===== config.mk =====
export PLATFORM = sky130hd
export DESIGN_NAME = hash_b64_out
export DESIGN_NICKNAME = d
export VERILOG_FILES = /design/src/rtl/hash_b64_out.sv
export SDC_FILE = /design/constraint.sdc
export NUM_CORES = 1
export LEC_CHECK = 0
export ABC_AREA = 0
export BUFFER_PORTS_ARGS = -buffer_cell sky130_fd_sc_hd__buf_4
export CORE_UTILIZATION = 55
export DETAILED_ROUTE_END_ITERATION = 16
export PLACE_DENSITY = 0.83
export SYNTH_ARGS = -nofsm -noshare
export SYNTH_HDL_FRONTEND = slang
export SYNTH_SLANG_ARGS = --single-unit

===== constraint.sdc =====
create_clock -name clk -period 5.9 [get_ports clk]
set_input_delay 0.885 -clock clk [delete_from_list [all_inputs] [get_ports clk]]
set_output_delay 0.885 -clock clk [all_outputs]
set_load 0.01 [all_outputs]

===== src/rtl/hash_b64_out.sv =====
// hash_b64_out: streams a captured bcrypt result as the 60-character ASCII
// string "$2b$CC$" + 22 salt chars + 31 hash chars, one byte per
// valid/ready transfer. A private copy of the result is kept so the
// upstream stage may reset as soon as the capture handshake completes.
// Optional build macro: HASH_B64_NUL_EN appends a NUL byte at index 60.
module hash_b64_out #(
    parameter logic [7:0] VARIANT = 8'h62
) (
    input  logic         clk,
    input  logic         rst_l,
    input  logic [325:0] hash,
    input  logic         hash_valid,
    output logic         hash_ready,
    output logic [7:0]   out_data,
    output logic         out_valid,
    input  logic         out_ready,
    output logic         busy,
    output logic         done
);

`ifdef HASH_B64_NUL_EN
    localparam logic [5:0] LAST_IDX = 6'd60;
`else
    localparam logic [5:0] LAST_IDX = 6'd59;
`endif

    typedef enum logic [2:0] {
        S_IDLE,
        S_PREFIX,
        S_COST,
        S_SEP,
        S_SALT,
        S_HASH,
        S_TERM,
        S_DONE
    } state_e;

    state_e         state_q, state_d;
    logic [5:0]     idx_q, idx_d;
    logic [5:0]     cost_q;
    logic [185:0]   sh_q, sh_d;     // active radix-64 section, MSB-aligned
    logic [183:0]   hq_q;           // ctext[191:8], loaded into sh_q at 28->29
    logic [7:0]     out_data_q, char_d;
    logic           out_valid_q, busy_q, done_q;

    // ctext[7:0] never appears in the output string.
    logic unused_ctext_lsb;
    assign unused_ctext_lsb = ^hash[7:0];

    function automatic logic [7:0] b64_char(input logic [5:0] v);
        if (v < 6'd2)
            return 8'h2E + {2'b00, v};
        else if (v < 6'd28)
            return 8'h41 + {2'b00, v - 6'd2};
        else if (v < 6'd54)
            return 8'h61 + {2'b00, v - 6'd28};
        else
            return 8'h30 + {2'b00, v - 6'd54};
    endfunction

    // Next index, next shift-register contents and the character/state it selects
    always_comb begin
        idx_d = idx_q + 6'd1;
        sh_d  = sh_q;
        if (idx_q == 6'd28)
            sh_d = {hq_q, 2'b00};
        else if ((idx_q >= 6'd7 && idx_q <= 6'd27) || (idx_q >= 6'd29 && idx_q <= 6'd58))
            sh_d = sh_q << 6;

        if (idx_d <= 6'd3) begin
            state_d = S_PREFIX;
            case (idx_d)
                6'd1:    char_d = 8'h32;
                6'd2:    char_d = VARIANT;
                default: char_d = 8'h24;
            endcase
        end else if (idx_d <= 6'd5) begin
            state_d = S_COST;
            char_d  = (idx_d == 6'd4) ? 8'h30 + {2'b00, cost_q / 6'd10}
                                      : 8'h30 + {2'b00, cost_q % 6'd10};
        end else if (idx_d == 6'd6) begin
            state_d = S_SEP;
            char_d  = 8'h24;
        end else if (idx_d <= 6'd28) begin
            state_d = S_SALT;
            char_d  = b64_char(sh_d[185:180]);
        end else if (idx_d <= 6'd59) begin
            state_d = S_HASH;
            char_d  = b64_char(sh_d[185:180]);
        end else begin
            state_d = S_TERM;
            char_d  = 8'h00;
        end
    end

    // Control FSM with registered outputs; async reset aborts any stream in flight
    always_ff @(posedge clk or negedge rst_l) begin
        if (!rst_l) begin
            state_q     <= S_IDLE;
            idx_q       <= '0;
            cost_q      <= '0;
            sh_q        <= '0;
            hq_q        <= '0;
            out_data_q  <= '0;
            out_valid_q <= 1'b0;
            busy_q      <= 1'b0;
            done_q      <= 1'b0;
        end else begin
            case (state_q)
                S_IDLE: begin
                    if (hash_valid) begin
                        cost_q      <= hash[325:320];
                        sh_q        <= {hash[319:192], 58'd0};
                        hq_q        <= hash[191:8];
                        idx_q       <= '0;
                        out_data_q  <= 8'h24;
                        out_valid_q <= 1'b1;
                        busy_q      <= 1'b1;
                        state_q     <= S_PREFIX;
                    end
                end
                S_DONE: begin
                    done_q  <= 1'b0;
                    state_q <= S_IDLE;
                end
                default: begin
                    if (out_ready) begin
                        if (idx_q == LAST_IDX) begin
                            state_q     <= S_DONE;
                            out_valid_q <= 1'b0;
                            out_data_q  <= '0;
                            busy_q      <= 1'b0;
                            done_q      <= 1'b1;
                        end else begin
                            idx_q      <= idx_d;
                            sh_q       <= sh_d;
                            out_data_q <= char_d;
                            state_q    <= state_d;
                        end
                    end
                end
            endcase
        end
    end

    assign hash_ready = (state_q == S_IDLE);
    assign out_data   = out_data_q;
    assign out_valid  = out_valid_q;
    assign busy       = busy_q;
    assign done       = done_q;

endmodule


# After elaboration in Yosys (flattened, before gate mapping)
# Cells that the tools add are included.
# classes
n_addsub	10
div_mod_pow	2
magnitude_cmp	11
eq_ne	9
mux	40
n_bitwise	2
reduce_logical	17
# op_table
cell	count
$mux W186	5
$pmux W186 S2	1
$mux W8	11
$add A6 B6 Y7 const A	4
$mux W3	6
$mux W6	3
$add A7 B6 Y8 const A	2
$pmux W8 S2	1
$pmux W7 S2	1
$eq A6 B3 Y1 const B	2
$le A6 B5 Y1 const B	2
$le A6 B6 Y1 const B	2
$pmux W6 S2	1
$reduce_and A4 Y1	2
$reduce_bool A2 Y1	4
$mux W7	1
$add A6 B1 Y6 const B	1
$div A6 B4 Y6 const B	1
$eq A6 B1 Y1 const B	1
$eq A6 B2 Y1 const B	1
$eq A6 B5 Y1 const B	1
$eq A6 B6 Y1 const B	1
$ge A6 B3 Y1 const B	1
$ge A6 B5 Y1 const B	1
23 further kinds	35
# word_totals
ff_bits	395
in_bits	330
output_inout_bits	12
word_cells	100

# Longest topological paths before layout
# logic_depth
word_depth	18
mapped_depth	16
depth_no_buf	15

# Worst setup path after synthesis
# No wires, ideal clock.
# synth_timing
path_kind	register to register
startpoint	reg idx_q[0]
endpoint	reg out_data_q[6] (netlist: out_data[6])
setup_time_ns	0.067
arrival_ns	3.332
required_time_ns	5.833
setup_slack_ns	2.502
stages_incl_launch_ff	15
path_buffers	1
period_less_slack_ns	3.398
cell_sequence	dfrtp_1 -> ha_1 -> buf_2 -> o21ai_0 -> nand2_1 -> and4_1 -> nor3_2 -> inv_1 -> ha_1 -> o21ai_0 -> xor2_1 -> ha_1 -> and3_1 -> a2111oi_0 -> a221o_1
# synth_via
elab_chain_cells	18
elab_cells_between_ends	43
cone_classes	add/sub: 8; order compare: 11; eq/ne: 6; mux: 15; reduce/logical: 3
# synth_lines
item	line_no	rtl
start: declaration	39	logic [5:0] idx_q, idx_d;
start signal: assignment	135	idx_q <= idx_d;
$ge A6 B3 Y1, or another cell as far along	67	else if ((idx_q >= 6'd7 && idx_q <= 6'd27) || (idx_q >= 6'd29 && idx_q <= 6'd58))
$logic_and A1 B1 Y1	67	
$logic_or A1 B1 Y1	67	
$mux W186	67	
$mux W186	65	if (idx_q == 6'd28)
$sub A6 B5 Y6 / $sub A6 B6 Y6 (equally long branches)	56, 58	
$add A7 B6 Y8 / $add A6 B6 Y7 (equally long branches)	56, 58	
$mux W8	55	else if (v < 6'd54)
[... 2 more ...]	n/a	
$mux W8	87	end else if (idx_d <= 6'd59) begin
$mux W8	84	end else if (idx_d <= 6'd28) begin
$mux W8	81	end else if (idx_d == 6'd6) begin
$mux W8	77	end else if (idx_d <= 6'd5) begin
$mux W8	70	if (idx_d <= 6'd3) begin
$mux W8 *	128	if (idx_q == LAST_IDX) begin
$mux W8 *	127	if (out_ready) begin
$pmux W8 S2 *	109	case (state_q)
end signal: assignment	137	out_data_q <= char_d;
end: declaration	43	logic [7:0] out_data_q, char_d;
# Every way passes the cells marked *; elsewhere a longest branch is shown, timed or not. The select of a mux whose other input is x is not followed.
# A chain may end at the register's enable or synchronous reset.

# Final worst setup path
# layout_timing
startpoint	reg state_q[1]
endpoint	reg sh_q[168]
# layout_via
elab_chain_cells	3
elab_cells_between_ends	9
cone_classes	eq/ne: 3; mux: 1; bitwise: 1; reduce/logical: 4
# layout_lines
item	line_no	rtl
start: declaration	38	state_e state_q, state_d;
start signal: assignment	138	state_q <= state_d;
$logic_not A3 Y1 / $eq A3 B3 Y1 (equally long branches)	109	
$ne A2 B2 Y1 (no source line), or another cell as far along	n/a	
$reduce_and A5 Y1 (no source line)	n/a	
end signal: assignment	113	sh_q <= {hash[319:192], 58'd0};
end: declaration	41	logic [185:0] sh_q, sh_d;
# Parallel ways exist; a longest one is shown, timed or not.

==> results.txt <==
- For flop-to-flop paths, the worst setup slack is 1.55 ns.
* Placed Cells incl. Taps: about 3,100
- The worst path uses 73.7% of the clock period.
* Clock buffer count from CTS: 43
- Number of slew-limit violations in the final report: 0
* Destination of the worst register-to-register timing path: sh_q[168]$_DFFE_PN0P_
- Mean Syn Cell Area: 7.92 sq um
- Overall overflow remaining after global route: 0
* Starting density of the core: 55.6%
* CTS hold repair buffers: 0
* Crit path top cell by count: nand2_1
* Vias in the first global route: 17,000
- After detailed routing, the total wire length is 53.6 mm.
- Share of post-route cells with drive strength above 1: 16.3%
- Layout overhead on the synthesized area: 20.8%
* Minimum clock period after layout: around 4.3 ns
- Counting flops with an async set or reset pin after synthesis yields a share of 100%.
- Antenna violations before repair: 5
- For the final routed database, the setup TNS stands at 0 ns.
* Post-CTS repair timing setup buffer count: 0
* VDD IR max: 405 uV
* Family of cells with the greatest summed delay on the critical path: simple AND/OR/NAND/NOR gates
* Post-route DRC violation count: 0
- Non-filler instance count after layout: 3,131
- Before CTS, the worst setup slack after placement is 1.58 ns.
* Clock Skews: 0.0152 ns
- Die H: around 190 um
- Max-capacitance violation count: 0
- GRT Total Usage: 29.8%
- In this run the count of I/O pins placed on the die edge is 342.
- Slowest cell on the critical path: a31o_4
- Worst setup SP type: register
- Setup repair after global routing left no endpoint under its margin.
- Across all setup checks in the final design, the least slack found is between 1.5 and 2 ns.
* Critical path peak fanout: 142
- The die covers between 30,000 and 40,000 sq um.
- HP Class: input pin to async pin
* Worst Hold Slack: 0.239 ns
- CP Class: register to register
* Worst-path cell chain: or3_1, inv_8, nand2_4, nand2_1, o21ai_1, a31o_4, buf_12, nand2_1, o21ai_0
- Number of enable flip-flop cells after synthesis: 0
- Yosys printed 0 warnings.
- Clock Sink Count: 393
- After legalization and detailed placement, the total HPWL measured around 34 mm.
* Post-layout util: between 60% and 70%
- The flow ran to the end, and the final reports show no timing, DRC or antenna violations.
* Startpoint of the worst register-to-register path: state_q[1]$_DFFE_PN0P_
- R2R cell count: 9
* Post-synthesis register bit count: 393
- The net count of the finished layout is 2,992.
- Clock slew seen by the registers of the worst setup and hold paths: 0.06 ns
- # H-tree levels: 2
- Max Clk Rate: 0.230 GHz
* CP Capture Type: register
- STA puts the critical path data required time at between 6 and 7 ns.
- In the final routed layout, each cell accounts on average for 17.1 um.
* Maximum number of pins on one net before global-route repair: 188
* Synthesized net count: 2,773
- Across all layers, the routed design uses ~18,000 vias.
- Measured against its own limit, the worst slew margin works out to a little under a fifth.
- Post_cts resized: 0
* Final count of negative-setup-slack endpoints: 0
* Initial detailed-routing violation count: 1,483
- Stage delay of the slowest cell on the critical path: about 0.66 ns
* Detailed Routing Iterations Pass 1: 5
- The congestion estimate from routability-driven global placement came to 0.893.
- Netlist Area Pre-Place: 19,200 sq um
- The share of the Yosys chip area taken by registers is 51.3%.
- Detail-routed via count per cell: 5.67
- Worst Tran Pin Value: around 1.2 ns
- At the worst endpoint, the arrival time is 4.76 ns.
- Fill cells in the final layout number 2,809.
* Final Hold Fails: 0
- TritonCTS clock tree: yes
- CTS Root Buffer Type: clkbuf_16
- Power density normalized to cell area: roughly 490 nW/um^2
- Leakage power: 11.4 nW
- The first global-routing pass estimated 86.3 mm of wire.
- Dominant synthesized flop cell: dfrtp_1
- The netlist uses 70 different library cells.
- No sink is reached through more buffers than the 3 on the longest clock path.
* Number of I/O port buffers: 333
- The clock reaches the later pin of the worst-skew pair after around 0.56 ns.
* Standard cell core area: 34,500 sq um
- Number of rows in the core area: 68
* Mapped Cells: 2,422
* Count of buffering cells on the critical path with inverters included: 2
- X dimension of the die: 189 um
- The count of nets left with antenna violations once routing finished came out at 0.
[routing by layer]
layer | up-vias | track usage [%] | routed length (um)
li1 | 8419 | - | -
met2 | 759 | 45.8 | 24600
met3 | 149 | 6.35 | 4290
met5 | - | 0 | 30
met1 | 8435 | 40.6 | 22300
met4 | 4 | 13.8 | 2490
[worst reg2reg max path, delay by kind of cell, from the launching register on]
kind,cells,cell delay [ns]
buffers and inverters,2,1.00
AO/OA/AOI/OAI,3,1.22
flip-flops,1,0.44
AND/OR/NAND/NOR,4,1.55
[layout by cell type (no fill, tap or decap), types with 12 or more instances in the layout]
cell type / synthesis / routed
a21oi_1: 323 / 323
and3_1: 57 / 57
buf_4: 2 / 342
clkbuf_1: 145 / 12
clkbuf_16: 0 / 43
dfrtp_1: 393 / 393
ha_1: 21 / 21
nand2_1: 1026 / 1024
nand3_1: 15 / 15
nor2_1: 32 / 31
o21ai_0: 219 / 219
xnor2_1: 12 / 12
[where the power goes]
part	internal [mW]	switching [mW]	total (mW)
clock	1.53	1.12	2.65
sequential	3.69	0.651	4.34
combinational	1.57	2.68	4.25
[kinds of logic after synthesis]
family | Yosys count | synth area share (%)
AO/OA/AOI/OAI | 606 | 17.0
XOR/XNOR | 18 | 0.894
adder cells (fa/ha/maj) | 22 | 1.42
buffers and inverters | 187 | 3.89
flip-flops | 393 | 51.3
multiplexers | 8 | 0.431
AND/OR/NAND/NOR | 1188 | 25.0
[final cells by class]
type | count | area [sq um] | share of cell area [%]
flip-flops and latches | 393 | 9830 | 42.5
multi-input cells | 1842 | 8630 | 37.2
repair buffers | 348 | 2680 | 11.6
clock buffers | 62 | 1220 | 5.26
well taps | 455 | 569 | 2.46
clock inverters | 14 | 164 | 0.708
inverters | 13 | 58.8 | 0.254
diodes | 4 | 10.0 | 0.0432
[cell usage after synthesis, types with 3 or more instances]
cell type  count  area share (%)
a211o_1        3            0.14
a211oi_1       6            0.23
a21o_1         4            0.16
a21oi_1      323             8.4
a221o_1        3            0.16
a22o_1         3            0.14
a31oi_1        6            0.20
and2_1         4            0.13
and3_1        57             1.9
buf_1          5           0.098
buf_2         21            0.55
clkbuf_1     145             2.8
dfrtp_1      393              51
ha_1          21             1.4
inv_1         10            0.20
mux2i_1        6            0.31
nand2_1     1026              20
nand2b_1      10            0.33
nand3_1       15            0.39
nand3b_1       3            0.12
nor2_1        32            0.63
nor2b_1        4            0.13
nor3_1        11            0.29
nor3b_1        3            0.12
nor4_1         4            0.13
o211ai_1       5            0.20
o21ai_0      219             5.7
o31ai_1        6            0.23
or3_1          7            0.23
xnor2_1       12            0.55
xor2_1         5            0.23
[registers in the layout, indices dropped and copies added, names as in the netlist]
| signal | flops |
|---|---|
| state_q | 3 |
| busy | 1 |
| idx_q | 6 |
| done | 1 |
| cost_q | 6 |
| sh_q | 184 |
| out_data | 8 |
| hq_q | 184 |
[through the flow]
step / cell area (sq um) / power [mW]
3_3_place_gp: 21800 / 8.36
2_1_floorplan: 19200 / 7.34
3_5_place_dp: 21800 / 8.55
6_report: 23200 / 11.2
5_1_grt: 23200 / 12.0
4_1_cts: 23200 / 11.2
[worst max path at each step]
stage          cells after the start                       to              startpoint
6_report                           9    sh_q[168]$_DFFE_PN0P_  state_q[1]$_DFFE_PN0P_
5_1_grt                            8    sh_q[168]$_DFFE_PN0P_  state_q[1]$_DFFE_PN0P_
4_1_cts                            9    sh_q[168]$_DFFE_PN0P_  state_q[1]$_DFFE_PN0P_
3_5_place_dp                       9     sh_q[15]$_DFFE_PN0P_  state_q[1]$_DFFE_PN0P_
3_3_place_gp                       9     sh_q[23]$_DFFE_PN0P_  state_q[1]$_DFFE_PN0P_
2_1_floorplan                     14  out_data[6]$_DFFE_PN0P_    idx_q[0]$_DFFE_PN0P_
No activity file was read; power rests on OpenSTA's default activity.
